**src/rtl/sseg_capture.sv**
```systemverilog
// Seven-segment bus monitor: samples the multiplexed active-low anode/segment lines,
// waits for each digit to settle, and decodes it back into per-digit nibble/flags.
module sseg_capture #(
    parameter int N_DIGITS      = 8,
    parameter int STABLE_CYCLES = 4,
    localparam int IW = (N_DIGITS > 1) ? $clog2(N_DIGITS) : 1,
    localparam int CW = $clog2(STABLE_CYCLES + 1)
) (
    input  logic                  clk,
    input  logic                  rst,
    input  logic [N_DIGITS-1:0]   an,
    input  logic [6:0]            seg,
    input  logic                  dp,
    output logic [4*N_DIGITS-1:0] hex,
    output logic [N_DIGITS-1:0]   point,
    output logic [N_DIGITS-1:0]   valid,
    output logic [N_DIGITS-1:0]   blank,
    output logic [N_DIGITS-1:0]   err,
    output logic                  cap_stb,
    output logic [IW-1:0]         cap_idx,
    output logic                  frame_done
);

    localparam int SW = N_DIGITS + 8;

    // {one_zero_found, index}: index of the single low anode bit
    function automatic logic [IW:0] sel_decode(input logic [N_DIGITS-1:0] an_v);
        logic [IW:0] r;
        int          zeros;
        r     = '0;
        zeros = 0;
        for (int i = 0; i < N_DIGITS; i++) begin
            if (!an_v[i]) begin
                zeros        = zeros + 1;
                r[IW-1:0]    = IW'(i);
            end else begin
                zeros        = zeros;
            end
        end
        r[IW] = (zeros == 32'sd1);
        return r;
    endfunction

    // {is_hex, is_blank, nibble}
    function automatic logic [5:0] glyph_decode(input logic [6:0] sg);
        logic [5:0] r;
        case (sg)
            7'b0000001: r = {2'b10, 4'h0};
            7'b1001111: r = {2'b10, 4'h1};
            7'b0010010: r = {2'b10, 4'h2};
            7'b0000110: r = {2'b10, 4'h3};
            7'b1001100: r = {2'b10, 4'h4};
            7'b0100100: r = {2'b10, 4'h5};
            7'b0100000: r = {2'b10, 4'h6};
            7'b0001111: r = {2'b10, 4'h7};
            7'b0000000: r = {2'b10, 4'h8};
            7'b0000100: r = {2'b10, 4'h9};
            7'b0001000: r = {2'b10, 4'hA};
            7'b1100000: r = {2'b10, 4'hB};
            7'b0110001: r = {2'b10, 4'hC};
            7'b1000010: r = {2'b10, 4'hD};
            7'b0110000: r = {2'b10, 4'hE};
            7'b0111000: r = {2'b10, 4'hF};
            7'b1111111: r = {2'b01, 4'h0};
            default:    r = {2'b00, 4'h0};
        endcase
        return r;
    endfunction

    logic [SW-1:0]         s_q, s_d;
    logic [CW-1:0]         cnt_q, cnt_d;
    logic                  done_q, done_d;
    logic [N_DIGITS-1:0]   seen_q, seen_d;
    logic [4*N_DIGITS-1:0] hex_q, hex_d;
    logic [N_DIGITS-1:0]   point_q, point_d, valid_q, valid_d;
    logic [N_DIGITS-1:0]   blank_q, blank_d, err_q, err_d;
    logic                  cap_stb_q, cap_stb_d, frame_done_q, frame_done_d;
    logic [IW-1:0]         cap_idx_q, cap_idx_d;

    logic [SW-1:0]         in_s;
    logic [IW:0]           sel_s;
    logic [5:0]            glyph_s;
    logic                  capture_s;
    logic [N_DIGITS-1:0]   seen_nx_s;

    assign in_s      = {an, seg, dp};
    assign sel_s     = sel_decode(s_q[SW-1:8]);
    assign glyph_s   = glyph_decode(s_q[7:1]);
    assign capture_s = (cnt_q == CW'(STABLE_CYCLES)) && !done_q;

    // Run tracking, capture decision and slot/frame update
    always_comb begin
        s_d          = in_s;
        cnt_d        = cnt_q;
        done_d       = done_q;
        seen_d       = seen_q;
        hex_d        = hex_q;
        point_d      = point_q;
        valid_d      = valid_q;
        blank_d      = blank_q;
        err_d        = err_q;
        cap_stb_d    = 1'b0;
        cap_idx_d    = cap_idx_q;
        frame_done_d = 1'b0;
        seen_nx_s    = seen_q;

        // A changing input starts a new run even on the edge that captures the old one
        if (in_s != s_q) begin
            cnt_d  = CW'(1);
            done_d = 1'b0;
        end else begin
            if (cnt_q != CW'(STABLE_CYCLES)) begin
                cnt_d = cnt_q + CW'(1);
            end else begin
                cnt_d = cnt_q;
            end
            done_d = done_q | capture_s;
        end

        if (capture_s && sel_s[IW]) begin
            cap_stb_d          = 1'b1;
            cap_idx_d          = sel_s[IW-1:0];
            point_d[cap_idx_d] = ~s_q[0];
            if (glyph_s[5]) begin
                hex_d[32'(cap_idx_d) * 32'd4 +: 4] = glyph_s[3:0];
                valid_d[cap_idx_d] = 1'b1;
                blank_d[cap_idx_d] = 1'b0;
                err_d[cap_idx_d]   = 1'b0;
            end else if (glyph_s[4]) begin
                valid_d[cap_idx_d] = 1'b1;
                blank_d[cap_idx_d] = 1'b1;
                err_d[cap_idx_d]   = 1'b0;
            end else begin
                valid_d[cap_idx_d] = 1'b0;
                blank_d[cap_idx_d] = 1'b0;
                err_d[cap_idx_d]   = 1'b1;
            end
            seen_nx_s = seen_q | (N_DIGITS'(1) << cap_idx_d);
            if (&seen_nx_s) begin
                frame_done_d = 1'b1;
                seen_d       = '0;
            end else begin
                seen_d       = seen_nx_s;
            end
        end else begin
            seen_d = seen_q;
        end
    end

    // State and registered outputs
    always_ff @(posedge clk or posedge rst) begin
        if (rst) begin
            s_q          <= {SW{1'b1}};
            cnt_q        <= '0;
            done_q       <= 1'b0;
            seen_q       <= '0;
            hex_q        <= '0;
            point_q      <= '0;
            valid_q      <= '0;
            blank_q      <= '0;
            err_q        <= '0;
            cap_stb_q    <= 1'b0;
            cap_idx_q    <= '0;
            frame_done_q <= 1'b0;
        end else begin
            s_q          <= s_d;
            cnt_q        <= cnt_d;
            done_q       <= done_d;
            seen_q       <= seen_d;
            hex_q        <= hex_d;
            point_q      <= point_d;
            valid_q      <= valid_d;
            blank_q      <= blank_d;
            err_q        <= err_d;
            cap_stb_q    <= cap_stb_d;
            cap_idx_q    <= cap_idx_d;
            frame_done_q <= frame_done_d;
        end
    end

    assign hex        = hex_q;
    assign point      = point_q;
    assign valid      = valid_q;
    assign blank      = blank_q;
    assign err        = err_q;
    assign cap_stb    = cap_stb_q;
    assign cap_idx    = cap_idx_q;
    assign frame_done = frame_done_q;

endmodule

```
**config.mk**
```make
export PLATFORM = sky130hd
export DESIGN_NAME = sseg_capture
export DESIGN_NICKNAME = d
export VERILOG_FILES = /design/src/rtl/sseg_capture.sv
export SDC_FILE = /design/constraint.sdc
export NUM_CORES = 1
export LEC_CHECK = 0
export CAP_MARGIN = 10
export CORE_ASPECT_RATIO = 0.75
export CORE_UTILIZATION = 54
export DETAILED_ROUTE_END_ITERATION = 6
export PLACE_DENSITY_LB_ADDON = 0.25
export SETUP_SLACK_MARGIN = 0.05
export SLEW_MARGIN = 25
export SYNTH_ARGS = -nofsm -noshare
export SYNTH_HDL_FRONTEND = slang
export SYNTH_SLANG_ARGS = --single-unit
```
**constraint.sdc**
```tcl
create_clock -name clk -period 7.7 [get_ports clk]
set_input_delay 1.54 -clock clk [delete_from_list [all_inputs] [get_ports clk]]
set_output_delay 1.54 -clock clk [all_outputs]
set_load 0.005 [all_outputs]
```
==> results.md, run 1 <==
- Outcome: finished clean
- Post-synthesis sequential area ratio: 47.53%
- H-tree Lvls: 3
- Core area: 9159 um2
- Final core utilization: between 60% and 70%
- Most frequent cells in the layout: clkdlybuf4s50_1 (86), dfrtp_1 (81), mux2_2 (40)
- Adder-Cell Fraction of Synth Area: 3.645%
- Die width: 114.8 um
- Vias in the first global route: 3,854
- Drt pass-1 iters: 4
- Syn Std Cell Area: 5149 um2
- Via density: 5.799
- Hold Fails Final Rpt: 0
- Max VDD drop: 125.3 uV
- Slew headroom: 46.76%
- Largest family of logic cells by synthesized area: simple AND/OR/NAND/NOR gates
- Clk Latency, worst-skew pair: 0.35 ns
- Layout cells sized above 1: 18.25%
- CP Max Fanout: 11
- Post-route clock period utilization: 79.47%
- Fraction of synthesized area in multiplexers: approximately an eighth
- #FFs+latches synth: 97
- XOR/XNOR share of the synthesized area: 6.002%
- Logic gate share of total power: between 10 and 15%
- Internal Power: ~820 uW
- Row cnt: 30
- Clk buf depth: 2
- Hold Path Class: register to register
- P_sw: ~300 uW
- Final cell count without fillers: approximately 680
- Post-synth EDFFs: 0
- ANT cells: 0
- Crit start category: register
- Total track usage: 27.19%
- Slew Viols, Final: 0
- Max frequency: 0.1634 GHz
- Post-CTS setup buffer count: 0
- YS warnings: 0
- Vias: between 3,000 and 4,000
- Sequential power share: 47.6%
- Num ports: 87
- Synth Area in Simple Gates: 16.65%
- Post-DR wirelength/cell: around 19 um
- Post-route minimum period: approximately 6.1 ns
- PwrDens: approximately 180 nW/um2
- Unrepaired setup endpoints after global routing: no
- CTS Root Cell: clkbuf_16
- Antenna Nets Post-Route: 0
- First-pass GRT wire length: 20.15 mm
- Initial Util: between 50% and 60%
- DRT Wirelength: 12.72 mm
- Total power: approximately 1.1 mW
- Sw Share: between 20% and 30%
- 1st-iter DRT viols: about 250
- Compound-Gate Fraction of Synth Area: 10.23%
- Setup TNS: 0 ns
- Largest net degree at the start of global routing: 52
- Post-Syn Nets: 499
- Hold Buf Count CTS: 0
- CP arrival: 6.35 ns
- Critical path class: register to register
- Congestion Overflow GR: 0
- Max Clock Skew: 0.009410 ns
- MaxCap Viol Count: 0
- CTS tree: built
- Post-layout nets: approximately 580
- Most common cell after layout, fill and taps aside: clkdlybuf4s50_1
- Endpoint class of the critical path: register
- CTS resizes: 0
- Cells after synthesis: 466
- Average size of a mapped cell: 11.05 um2
- Clock Sinks: 97
- Initial antenna violation count: 0
- Post-detail-place hpwl: around 9.2 mm
- Critical Path RT: ~8 ns
- CTS buffer count: 9
- Yosys cell types: 66
- Clk slew on worst S/H paths: 0.07 ns
- Slew @ Worst Pin: 0.7976 ns
- Endpoints failing setup: 0
- Die height: 86.57 um
- Ys async rst share: 100.0%
- Fill cells: 697
- Placed cells: 660
- Prevailing post-synth register cell: dfrtp_1
- P&R area growth vs syn: 23.57%
- Clock group share of total power: 37.8%
- Total die area: 9933 um2
- Port bufs: 86
- Static leakage: 2.897 nW
- Drt drc: 0
- GPL Wtd Cong: ~0.87
## cell families after synthesis
family                   after synthesis
buffers and inverters                 47
multiplexers                          53
adder cells (fa/ha/maj)               15
flip-flops                            97
AND/OR/NAND/NOR                      150
XOR/XNOR                              27
AO/OA/AOI/OAI                         77
## area by class of cell
type / count / area (um2) / share of cell area, %
Clock buffer: 13 / 250.2 / 3.933
Tap cell: 128 / 160.2 / 2.517
Multi-Input combinational cell: 322 / 2505 / 39.37
Inverter: 24 / 91.34 / 1.436
Sequential cell: 97 / 2447 / 38.47
Timing Repair Buffer: 89 / 883.3 / 13.88
Clock inverter: 3 / 25.02 / 0.3933
## path summary, 6_finish.rpt
check | startpoint | end | slack (ns) | cells after the start
setup / recovery | s_q[8]$_DFF_PP1_ | hex[7]$_DFFE_PP0P_ | 1.58 | 23
hold / removal | point[1]$_DFFE_PP0P_ | point[1]$_DFFE_PP0P_ | 0.48 | 1
setup reg to reg | s_q[8]$_DFF_PP1_ | hex[7]$_DFFE_PP0P_ | 1.58 | 23
hold reg to reg | point[1]$_DFFE_PP0P_ | point[1]$_DFFE_PP0P_ | 0.48 | 1
max in group asynchronous | rst | cap_idx[2]$_DFFE_PP0P_ | 4.93 | 3
min in group asynchronous | rst | point[0]$_DFFE_PP0P_ | 1.63 | 2
## layer usage
layer / global-route usage, % / wire (um) / share of wire, % / vias up
li1: - / - / - / 1821
met1: 36.76 / 5727 / 45 / 1947
met2: 42.64 / 5987 / 47 / 133
met3: 7.832 / 804 / 6.3 / 19
met4: 8.501 / 198 / 1.6 / 0
met5: 0 / 0 / 0 / -
## synthesized netlist by cell type, types with 4 or more instances
cell type / count / area, um2
a21o_1: 6 / 45.04
a21oi_1: 12 / 60.06
a31oi_1: 4 / 25.02
a41oi_1: 6 / 52.55
and3_1: 7 / 43.79
buf_2: 9 / 45.04
clkbuf_1: 10 / 37.54
dfrtp_1: 81 / 2027
dfstp_2: 16 / 420.4
ha_1: 15 / 187.7
inv_1: 21 / 78.83
mux2_2: 40 / 450.4
mux2_4: 5 / 75.07
mux2i_1: 7 / 70.07
nand2_1: 30 / 112.6
nand2b_1: 7 / 43.79
nand3_1: 6 / 30.03
nand4_1: 6 / 37.54
nor2_1: 31 / 116.4
nor2b_1: 9 / 56.30
nor3_1: 12 / 60.06
nor4_1: 8 / 50.05
o21ai_0: 20 / 100.1
o22ai_1: 4 / 25.02
o31ai_1: 4 / 30.03
xnor2_1: 6 / 52.55
xor2_1: 16 / 140.1
## power groups by stage
stage	Clock [mW]	Sequential, mW	Combinational [mW]
global placement	0	0.540	0.153
CTS	0.429	0.532	0.161
detailed placement	0	0.541	0.160
finish	0.423	0.532	0.162
global route	0.448	0.533	0.177
floorplan	0	0.530	0.133
## worst max-delay path: stages, from the launching register on
cell and delay (ns):
dfstp_2 0.55, inv_1 0.05, ha_1 0.35, xnor2_1 0.16
ha_1 0.29, nand2b_1 0.14, nand2_1 0.08, ha_1 0.30
inv_1 0.07, mux2i_1 0.09, or2_2 0.33, ha_1 0.33
mux2_2 0.28, ha_1 0.26, nand2_1 0.08, nand2_1 0.06
ha_1 0.18, nor2b_1 0.14, xnor3_1 0.34, xnor2_1 0.16
nor2_1 0.50, and2_1 0.54, nand4_1 0.33, mux2_2 0.37
## per-stage QoR
stage | worst slack, ns | hold WS, ns | area, um2
after detailed placement | 1.671 | 0.4668 | 6087
after floorplan | 2.309 | 0.4632 | 5149
after global placement | 1.918 | 0.4609 | 6087
final | 1.581 | 0.4821 | 6362
after CTS | 1.644 | 0.4843 | 6362
after global routing | 1.293 | 0.5112 | 6362
Power figures use the tool's default switching activity.
==> run 2: changes to the inputs <==
--- a/config.mk
+++ b/config.mk
@@ -7,7 +7,7 @@
 export LEC_CHECK = 0
 export CAP_MARGIN = 10
 export CORE_ASPECT_RATIO = 0.75
-export CORE_UTILIZATION = 54
+export CORE_UTILIZATION = 48
 export DETAILED_ROUTE_END_ITERATION = 6
 export PLACE_DENSITY_LB_ADDON = 0.25
 export SETUP_SLACK_MARGIN = 0.05
==> constraint.sdc (replaced) <==
create_clock -name clk -period 5.05 [get_ports clk]
set_input_delay 1.01 -clock clk [delete_from_list [all_inputs] [get_ports clk]]
set_output_delay 1.01 -clock clk [all_outputs]
set_load 0.005 [all_outputs]
==> results.md, run 2 (same netlist as run 1, synthesis figures left out) <==
- Slew headroom: 54.73% (was 46.76%)
- Slew Viols, Final: 0 (unchanged)
- First-pass GRT wire length: 21.33 mm (was 20.15 mm)
- Clk Latency, worst-skew pair: 0.35 ns (about the same)
- Final hold slack: 0.4926 ns (was 0.4821 ns)
- Post-layout nets: 598 (was 576)
- CP bufs+invs: 2 (unchanged)
- Sw Share: 26.22% (was 26.85%)
- Vias: 4,003 (was 3,920)
- Unrepaired setup endpoints after global routing: no (unchanged)
- CP Max Fanout: 6 (was 11)
- Total track usage: 25.17% (was 27.19%)
- Slew @ Worst Pin: 0.6739 ns (was 0.7976 ns)
- Vias in the first global route: 4,047 (was 3,854)
- Via density: 5.670 (was 5.799)
- Sequential power share: 43.4% (was 47.6%)
- Die height: 91.70 um (was 86.57 um)
- Post-place instance area: 6232 um2 (was 6087 um2)
- Setup TNS: 0 ns (unchanged)
- Logic gate share of total power: 15.9% (was 14.5%)
- Clk buf depth: 2 (unchanged)
- Layout cells sized above 1: 24.39% (was 18.25%)
- Final core utilization: 64.65% (was 69.47%)
- Clock group share of total power: 40.7% (was 37.8%)
- Antenna Nets Post-Route: 0 (unchanged)
- Congestion Overflow GR: 0 (unchanged)
- Hold Path Class: register to register (unchanged)
- Critical path class: register to register (unchanged)
- Clk slew on worst S/H paths: 0.07 ns (about the same)
- Critical Path RT: 5.28 ns (was 7.93 ns)
- P&R area growth vs syn: 30.21% (was 23.57%)
- Placed cells: 682 (was 660)
- Max frequency: 0.2061 GHz (was 0.1634 GHz)
- Crit-path cells: inv_1 -> ha_4 -> xnor2_2 -> ha_1 -> nand2b_1 -> nand2_2 -> ha_4 -> inv_2 -> mux2i_4 -> or2_4 -> ha_4 -> mux2_2 -> ha_1 -> nand2_2 -> nand2_1 -> ha_1 -> nor2b_2 -> xnor3_1 -> xnor2_2 -> nor2_4 -> and2_4 -> and4_4 -> mux2_2 (was inv_1 -> ha_1 -> xnor2_1 -> ha_1 -> nand2b_1 -> nand2_1 -> ha_1 -> inv_1 -> mux2i_1 -> or2_2 -> ha_1 -> mux2_2 -> ha_1 -> nand2_1 -> nand2_1 -> ha_1 -> nor2b_1 -> xnor3_1 -> xnor2_1 -> nor2_1 -> and2_1 -> nand4_1 -> mux2_2)
- Hold Fails Final Rpt: 0 (unchanged)
- Design area: 6704 um2 (was 6362 um2)
- Initial Util: 49.65% (was 56.22%)
- Post-place setup slack: -0.1191 ns (was 1.671 ns)
- Post-DR wirelength/cell: 18.11 um (was 18.81 um)
- Total power: 1.868 mW (was 1.117 mW)
- Post-route clock period utilization: 96.06% (was 79.47%)
- Outcome: finished clean (unchanged)
- P_sw: 489.7 uW (was 299.9 uW)
- MaxCap Viol Count: 0 (unchanged)
- 1st-iter DRT viols: 292 (was 245)
- ANT cells: 0 (unchanged)
- Endpoints failing setup: 0 (unchanged)
- PwrDens: 278.6 nW/um2 (was 175.6 nW/um2)
- Clock Sinks: 97 (unchanged)
- Max Clock Skew: 0.008891 ns (was 0.009410 ns)
- CP max-delay cell: dfstp_2 (unchanged)
- Crit start category: register (unchanged)
- Initial antenna violation count: 0 (unchanged)
- Post-detail-place hpwl: 9.033 mm (was 9.192 mm)
- CP arrival: 5.08 ns (was 6.35 ns)
- Multi-input gate area: 2614 um2 (was 2505 um2)
- CTS tree: built (unchanged)
- Total die area: 11,150 um2 (was 9933 um2)
- Core area: 10,370 um2 (was 9159 um2)
- Post-route minimum period: 4.851 ns (was 6.119 ns)
- Drt drc: 0 (unchanged)
- FF/Latch Area: 2447 um2 (unchanged)
- Setup slack after layout: 0.1990 ns (was 1.581 ns)
- Final cell count without fillers: 706 (was 676)
- Critical path's top delay family: adder cells (was simple AND/OR/NAND/NOR gates)
- Die width: 121.6 um (was 114.8 um)
- CTS buffer count: 9 (unchanged)
- Max VDD drop: 169.5 uV (was 125.3 uV)
- Num ports: 87 (unchanged)
- DRT Wirelength: 12.78 mm (was 12.72 mm)
- Largest stage delay, worst path: 0.55 ns (about the same)
- Static leakage: 3.072 nW (was 2.897 nW)
- Port bufs: 86 (unchanged)
- Row cnt: 32 (was 30)
- Largest net degree at the start of global routing: 39 (was 52)
- Drt pass-1 iters: 5 (was 4)
- Most common cell after layout, fill and taps aside: clkdlybuf4s50_1 (unchanged)
- Most frequent cells in the layout: clkdlybuf4s50_1 (86), dfrtp_1 (81), mux2_2 (39) (was clkdlybuf4s50_1 (86), dfrtp_1 (81), mux2_2 (40))
- Fill cells: 803 (was 697)
- GPL Wtd Cong: 0.8613 (was 0.8743)
- Endpoint class of the critical path: register (unchanged)
- CTS Root Cell: clkbuf_16 (unchanged)
- H-tree Lvls: 3 (unchanged)
- Internal Power: 1.378 mW (was 817.0 uW)
-- run 2: cell count changes in the layout (fill, tap and decap cells not counted), sizes merged --
cell	delta
clkbuf	-3
inv	+2
buf	+22
bufinv	+2
clkinvlp	-1
-- run 2: final timing paths --
check / start / to / slack (ns) / depth (start not counted)
max: s_q[9]$_DFF_PP1_ / hex[20]$_DFFE_PP0P_ / 0.20 / 23
max reg2reg: s_q[9]$_DFF_PP1_ / hex[20]$_DFFE_PP0P_ / 0.20 / 23
min reg2reg: point[3]$_DFFE_PP0P_ / point[3]$_DFFE_PP0P_ / 0.49 / 2
max in group asynchronous: rst / s_q[8]$_DFF_PP1_ / 3.23 / 3
min: point[3]$_DFFE_PP0P_ / point[3]$_DFFE_PP0P_ / 0.49 / 2
min in group asynchronous: rst / point[1]$_DFFE_PP0P_ / 0.97 / 2
-- run 2: repair_timing --
item                                   CTS  global route
setup endpoints to repair               42            72
cloned                                   0             0
resized for setup                        7             9
buffers inserted                         5             3
pin swaps                                2             6
endpoints found under the hold margin    0             0
hold buffers                             0             0
-- run 2: worst min-delay path, cell delays in order (launching register included) --
cell and delay [ns]:
dfrtp_1 0.35, nand2_1 0.05, o21ai_0 0.06
-- run 2: power by group through the flow --
stage	registers, mW	clock network [mW]	logic, mW
finish	0.811	0.761	0.296
global route	0.812	0.805	0.327
CTS	0.810	0.777	0.275
detailed placement	0.824	0	0.262
global placement	0.824	0	0.256
floorplan	0.808	0	0.212
-- run 2: cell type report --
cell class / instances / area share (%)
repair buffers: 111 / 15.64
clock buffers: 10 / 3.565
flip-flops and latches: 97 / 36.51
well taps: 136 / 2.538
inverters: 24 / 1.362
clock inverters: 6 / 1.400
multi-input cells: 322 / 38.99
-- run 2: routing by layer --
layer	routed length (um)	vias to the layer above	GRT usage [%]	share of wire [%]
met4	155	0	7.407	1.2
met3	833	16	6.716	6.5
met1	5878	1996	35.87	46
li1	-	1866	-	-
met5	0	-	0	0
met2	5916	125	37.50	46
==> run 3: changes to the inputs <==
--- a/config.mk
+++ b/config.mk
@@ -10,6 +10,7 @@
 export CORE_UTILIZATION = 48
 export DETAILED_ROUTE_END_ITERATION = 6
 export PLACE_DENSITY_LB_ADDON = 0.25
+export REMOVE_ABC_BUFFERS = 1
 export SETUP_SLACK_MARGIN = 0.05
 export SLEW_MARGIN = 25
 export SYNTH_ARGS = -nofsm -noshare
==> results.md, run 3 (same netlist as run 1, synthesis figures left out) <==
- Outcome: finished clean (unchanged)
- Hold Buf Count CTS: 0 (unchanged)
- Die width: 121.6 um (unchanged)
- P&R area growth vs syn: 31.47% (was 30.21%)
- Worst R2R Path Depth: 24 (was 23)
- Critical Path RT: 5.29 ns (was 5.28 ns)
- Layout cells sized above 1: 25.82% (was 24.39%)
- Initial antenna violation count: 0 (unchanged)
- Clock group share of total power: 36.3% (was 40.7%)
- ANT cells: 0 (unchanged)
- Crit start category: register (unchanged)
- Clk slew on worst S/H paths: 0.07 ns (about the same)
- Slew @ Worst Pin: 0.9126 ns (was 0.6739 ns)
- Post-route clock period utilization: 95.02% (was 96.06%)
- Min-Delay Path Depth: 1 (was 2)
- Initial Util: 49.65% (unchanged)
- CP max-delay cell: dfstp_2 (unchanged)
- Row cnt: 32 (unchanged)
- Crit-path cells: inv_1 -> ha_4 -> xnor2_2 -> ha_1 -> nand2b_1 -> nand2_1 -> ha_4 -> inv_2 -> mux2i_4 -> or2_4 -> ha_4 -> mux2_2 -> ha_1 -> nand2_1 -> nand2_1 -> ha_1 -> nor2b_2 -> xnor3_1 -> xnor2_2 -> buf_4 -> nor3_1 -> buf_4 -> nand4_4 -> mux2_2 (was inv_1 -> ha_4 -> xnor2_2 -> ha_1 -> nand2b_1 -> nand2_2 -> ha_4 -> inv_2 -> mux2i_4 -> or2_4 -> ha_4 -> mux2_2 -> ha_1 -> nand2_2 -> nand2_1 -> ha_1 -> nor2b_2 -> xnor3_1 -> xnor2_2 -> nor2_4 -> and2_4 -> and4_4 -> mux2_2)
- Largest stage delay, worst path: 0.53 ns (was 0.55 ns)
- CTS tree: built (unchanged)
- 1st-iter DRT viols: 256 (was 292)
- Drt drc: 0 (unchanged)
- Critical path class: register to register (unchanged)
- Port bufs: 86 (unchanged)
- Congestion Overflow GR: 0 (unchanged)
- DRT Wirelength: 12.39 mm (was 12.78 mm)
- Max frequency: 0.2084 GHz (was 0.2061 GHz)
- P_sw: 512.4 uW (was 489.7 uW)
- Num ports: 87 (unchanged)
- Via density: 5.639 (was 5.670)
- Max VDD drop: 176.5 uV (was 169.5 uV)
- First-pass GRT wire length: 20.61 mm (was 21.33 mm)
- CP arrival: 5.04 ns (was 5.08 ns)
- Vias in the first global route: 4,013 (was 4,047)
- Final cell count without fillers: 717 (was 706)
- MaxCap Viol Count: 0 (unchanged)
- Max Clock Skew: 0.009593 ns (was 0.008891 ns)
- Clk buf depth: 2 (unchanged)
- Post-detail-place hpwl: 8.948 mm (was 9.033 mm)
- Placed cells: 699 (was 682)
- Slew headroom: 38.69% (was 54.73%)
- Most common cell after layout, fill and taps aside: clkdlybuf4s50_1 (unchanged)
- CTS buffer count: 9 (unchanged)
- Final hold slack: 0.4849 ns (was 0.4926 ns)
- Post-DR wirelength/cell: 17.28 um (was 18.11 um)
- Internal Power: 1.280 mW (was 1.378 mW)
- Hold Fails Final Rpt: 0 (unchanged)
- Logic gate share of total power: 18.4% (was 15.9%)
- Most frequent cells in the layout: clkdlybuf4s50_1 (86), dfrtp_1 (81), mux2_2 (39) (unchanged)
- Setup slack after layout: 0.2517 ns (was 0.1990 ns)
- Endpoint class of the critical path: register (unchanged)
- Slew Viols, Final: 0 (unchanged)
- Post-layout nets: 609 (was 598)
- Post-place setup slack: -0.4028 ns (was -0.1191 ns)
- Drt pass-1 iters: 6 (was 5)
- CP Max Fanout: 4 (was 6)
- Hold Path Class: register to register (unchanged)
- Die height: 91.70 um (unchanged)
- H-tree Lvls: 3 (unchanged)
- Static leakage: 3.043 nW (was 3.072 nW)
- Fill cells: 773 (was 803)
- Core area: 10,370 um2 (unchanged)
- Post-route minimum period: 4.798 ns (was 4.851 ns)
- Total track usage: 23.84% (was 25.17%)
- Clk Latency, worst-skew pair: 0.35 ns (about the same)
- CTS Root Cell: clkbuf_16 (unchanged)
- Setup TNS: 0 ns (unchanged)
- GPL Wtd Cong: 0.8998 (was 0.8613)
- Unrepaired setup endpoints after global routing: no (unchanged)
- Antenna Nets Post-Route: 0 (unchanged)
- Vias: 4,043 (was 4,003)
- Largest net degree at the start of global routing: 45 (was 39)
- PwrDens: 264.8 nW/um2 (was 278.6 nW/um2)
- Total die area: 11,150 um2 (unchanged)
- Design area: 6769 um2 (was 6704 um2)
- Sequential power share: 45.2% (was 43.4%)
- Endpoints failing setup: 0 (unchanged)
- Post-place instance area: 6335 um2 (was 6232 um2)
- Sw Share: 28.58% (was 26.22%)
- Clock Sinks: 97 (unchanged)
run 3: cell types whose count changed in the layout (fill, tap and decap cells not counted), moves of 2 or more:
cell / change
bufinv_16: -2
nor3_2: +2
clkinvlp_4: +3
nand4_2: -3
nand4_4: +3
nand2_1: +2
buf_4: +11
run 3: repair_timing:
action | in CTS | in global routing
pin swaps | 6 | 2
resized for setup | 10 | 15
buffers inserted | 1 | 1
endpoints found under the setup margin | 77 | 77
run 3: layout make-up:
cell class | count | area, um2 | area share, %
Sequential cell | 97 | 2447 | 36.16
Tap cell | 136 | 170.2 | 2.514
Multi-Input combinational cell | 322 | 2649 | 39.13
Timing Repair Buffer | 122 | 1131 | 16.71
Clock buffer | 10 | 229.0 | 3.383
Clock inverter | 6 | 51.30 | 0.7579
Inverter | 24 | 91.34 | 1.349
run 3: per-layer routing:
metal | wire [um] | vias up | GRT usage [%]
met4 | 196 | 0 | 7.305
met5 | 0 | - | 0
met1 | 5788 | 1999 | 34.50
met3 | 669 | 24 | 4.726
met2 | 5734 | 132 | 35.94
li1 | - | 1888 | -
run 3: per-stage QoR:
step / util, % / power, mW
6_report: 65.28 / 1.793
5_1_grt: 65.28 / 1.869
4_1_cts: 64.31 / 1.768
3_5_place_dp: 61.09 / 1.106
3_3_place_gp: 61.04 / 1.095
2_1_floorplan: - / 0.9999
run 3: worst max-delay path: cells and delay by family (launching register included):
| family | cells | cell delay, ns |
|---|---|---|
| xor+xnor | 3 | 0.61 |
| fa+ha+maj | 6 | 1.45 |
| simple gates | 8 | 0.94 |
| flops | 1 | 0.53 |
| buf+inv | 4 | 0.49 |
| mux | 3 | 0.68 |
run 3: path summary, 6_finish.rpt:
kind	from	to	slack, ns
hold / removal	point[1]$_DFFE_PP0P_	point[1]$_DFFE_PP0P_	0.48
setup reg to reg	s_q[8]$_DFF_PP1_	hex[18]$_DFFE_PP0P_	0.25
min in group asynchronous	rst	hex[21]$_DFFE_PP0P_	1.08
setup / recovery	s_q[8]$_DFF_PP1_	hex[18]$_DFFE_PP0P_	0.25
max in group asynchronous	rst	s_q[0]$_DFF_PP1_	3.05
hold reg to reg	point[1]$_DFFE_PP0P_	point[1]$_DFFE_PP0P_	0.48
run 3: power by group through the flow:
stage | Sequential (mW) | Combinational (mW) | Clock [mW]
2_1_floorplan | 0.818 | 0.182 | 0
3_3_place_gp | 0.823 | 0.272 | 0
3_5_place_dp | 0.824 | 0.282 | 0
4_1_cts | 0.810 | 0.295 | 0.663
5_1_grt | 0.813 | 0.359 | 0.697
6_report | 0.811 | 0.330 | 0.651
==> patch (settings of run 1) <==
Change the parameter `STABLE_CYCLES` from 4 to 8.
--- a/src/rtl/sseg_capture.sv
+++ b/src/rtl/sseg_capture.sv
@@ -2,7 +2,7 @@
 // waits for each digit to settle, and decodes it back into per-digit nibble/flags.
 module sseg_capture #(
     parameter int N_DIGITS      = 8,
-    parameter int STABLE_CYCLES = 4,
+    parameter int STABLE_CYCLES = 8,
     localparam int IW = (N_DIGITS > 1) ? $clog2(N_DIGITS) : 1,
     localparam int CW = $clog2(STABLE_CYCLES + 1)
 ) (
Formal check against the unedited RTL: not equivalent (Yosys sat finds a counterexample within 10 cycles, from zero or initial values and one cycle with rst high).
==> patch against run 1 <==
First-iteration DRC count increased by 86%; routed wire length increased by 6.8%; final cell count increased by 6.7%; sequential power increased by 1%; sequential cell count increased by 1; final area increased by 4.3%; synthesized area increased by 4.9%; count of clock-buffer cells in the layout decreased by 1; synthesized cell count increased by 9.9%; power increased by 4.7%; setup slack got worse by 0.56 ns; largest power group unchanged.
==> patch: results (changes against run 1) <==
Run status
  – Status: completed

Placed design
  – Detailed placer's ending HPWL: 9.77 mm (+6.3%)
  – Cell count after placement: 705 (+6.8%)
  – RePlAce Congestion: 0.887 (+1.4%)
  – DP Area: 0.00632 mm2 (+3.9%)

Logic synthesis
  – Share of the yosys chip area belonging to registers: 45.8% (-1.8 points)
  – Library cells used by synthesis: 67 (+1.5%)
  – Xor/xnor share of the synthesized area: 6.62% (+0.62 points)
  – Synth cell count leaders: 82 x dfrtp_1, 41 x nor2_1, 33 x mux2_2, 29 x o21ai_0, 25 x inv_1
  – Post-synthesis compound-gate area fraction: 12.1% (+1.9 points)
  – Post-Syn Nets: 546 (+9.4%)
  – Mux share of post-synthesis cell area: 11.0% (-1.1 points)
  – Synth top area cells: dfrtp_1 38%, dfstp_2 7.8%, mux2_2 6.9%
  – Synth Area in Adders: 3.71% (+0.060 points)
  – Mapped Avg Cell Area: 10.6 um2 (-4.5%)

Power and ir drop
  – Cell internal pwr: 867 uW (+6.1%)
  – Switch Pwr: 303 uW (+0.97%)
  – P_leak: 2.95 nW (+2.0%)
  – Max VDD drop: 110 uV (-12%)
  – Power Sequential: 539 uW (+1%)

Global route
  – Number of global-route vias before repair: 4,271 (+11%)
  – Overall global routing resource usage: 27.7% (+0.54 points)
  – Met3 Track Usage GR: 8.63% (+0.80 points)
  – Met1 usage: 38.1% (+1.3 points)
  – First-pass GRT wire length: 22.3 mm (+11%)
  – Global routing usage on met2: 42.3% (-0.31 points)

Cells and area
  – Fillcell total: 754 (+8.2%)
  – Final cell count without fillers: 721 (+6.7%)
  – Share of layout cells above drive strength 1: 15.8% (-2.5 points)
  – Area delta synth->final: 22.9%
  – Final-stage net count: 618 (+7.3%)
  – N_diodes: 0 (unchanged)

Worst setup path
  – Slowest-stage cell, CP: or4_4
  – Worst R2R Path Depth: 21 (-8.7%)
  – Worst-path maximum fanout: 19 (+8)
  – Worst EP arrival: 6.91 ns (+0.56 ns)
  – Crit path max-delay family: adder cells
  – Worst path max stage delay: 0.65 ns (+0.10 ns)

Clock tree
  – Number of buffers created by CTS: 9 (unchanged)
  – Worst skew pair latency: 0.35 ns (about the same)
  – CTS-repair resized insts: 0 (unchanged)
  – Reg clk slew, reported paths: 0.06 ns

Routing
  – DR WL/cell: 18.8 um (+0.14%)
  – Drt pass-1 iters: 5 (+1)
  – Initial drt markers: 455 (+86%)
  – Met3 WL: 1.14 mm (+42%)
  – Vias after detailed routing: 4,364 (+11%)
  – Post-Route M1 WL: 6.13 mm (+7.0%)
  – Top sig layer: met4
  – DR WL met2: 6.10 mm (+1.9%)

Timing
  – Max Clock Skew: 0.0103 ns (+0.000922 ns)
  – Worst-Margin Slew: 0.741 ns (-0.0562 ns)

Hold path
  – Min-Delay Path Class: register to register
  – Hold Path Cell Cnt: 2 (+1)
==> patch: changes by cell type after synthesis, sizes merged, moves of 4 or more <==
cell	run 1	this run
xnor2	6	11
xor2	16	20
or4	1	7
a31oi	4	8
nand2	32	23
clkbuf	10	19
nor2	32	41
nand3b	2	9
mux2	45	41
o21ai	20	29
o31ai	4	9
nor3	15	11
==> patch: cell type report <==
cell class	count	share of cell area [%]
Clock inverter	4	0.848
Clock buffer	12	3.86
Sequential cell	98	37.2
Tap cell	132	2.49
Inverter	27	1.56
Multi-Input combinational cell	357	40.5
Timing Repair Buffer	91	13.5
==> patch: worst paths after layout <==
| path | endpoint | slack [ns] | start |
|---|---|---|---|
| setup / recovery | hex[23] | 1.02 | s_q[8] |
| hold / removal | register | 0.48 | register |
| setup reg to reg | hex[23] | 1.02 | s_q[8] |
| hold reg to reg | register | 0.48 | register |
| max in group asynchronous | done_q | 5.03 | rst |
| min in group asynchronous | seen_q[2] | 1.62 | rst |
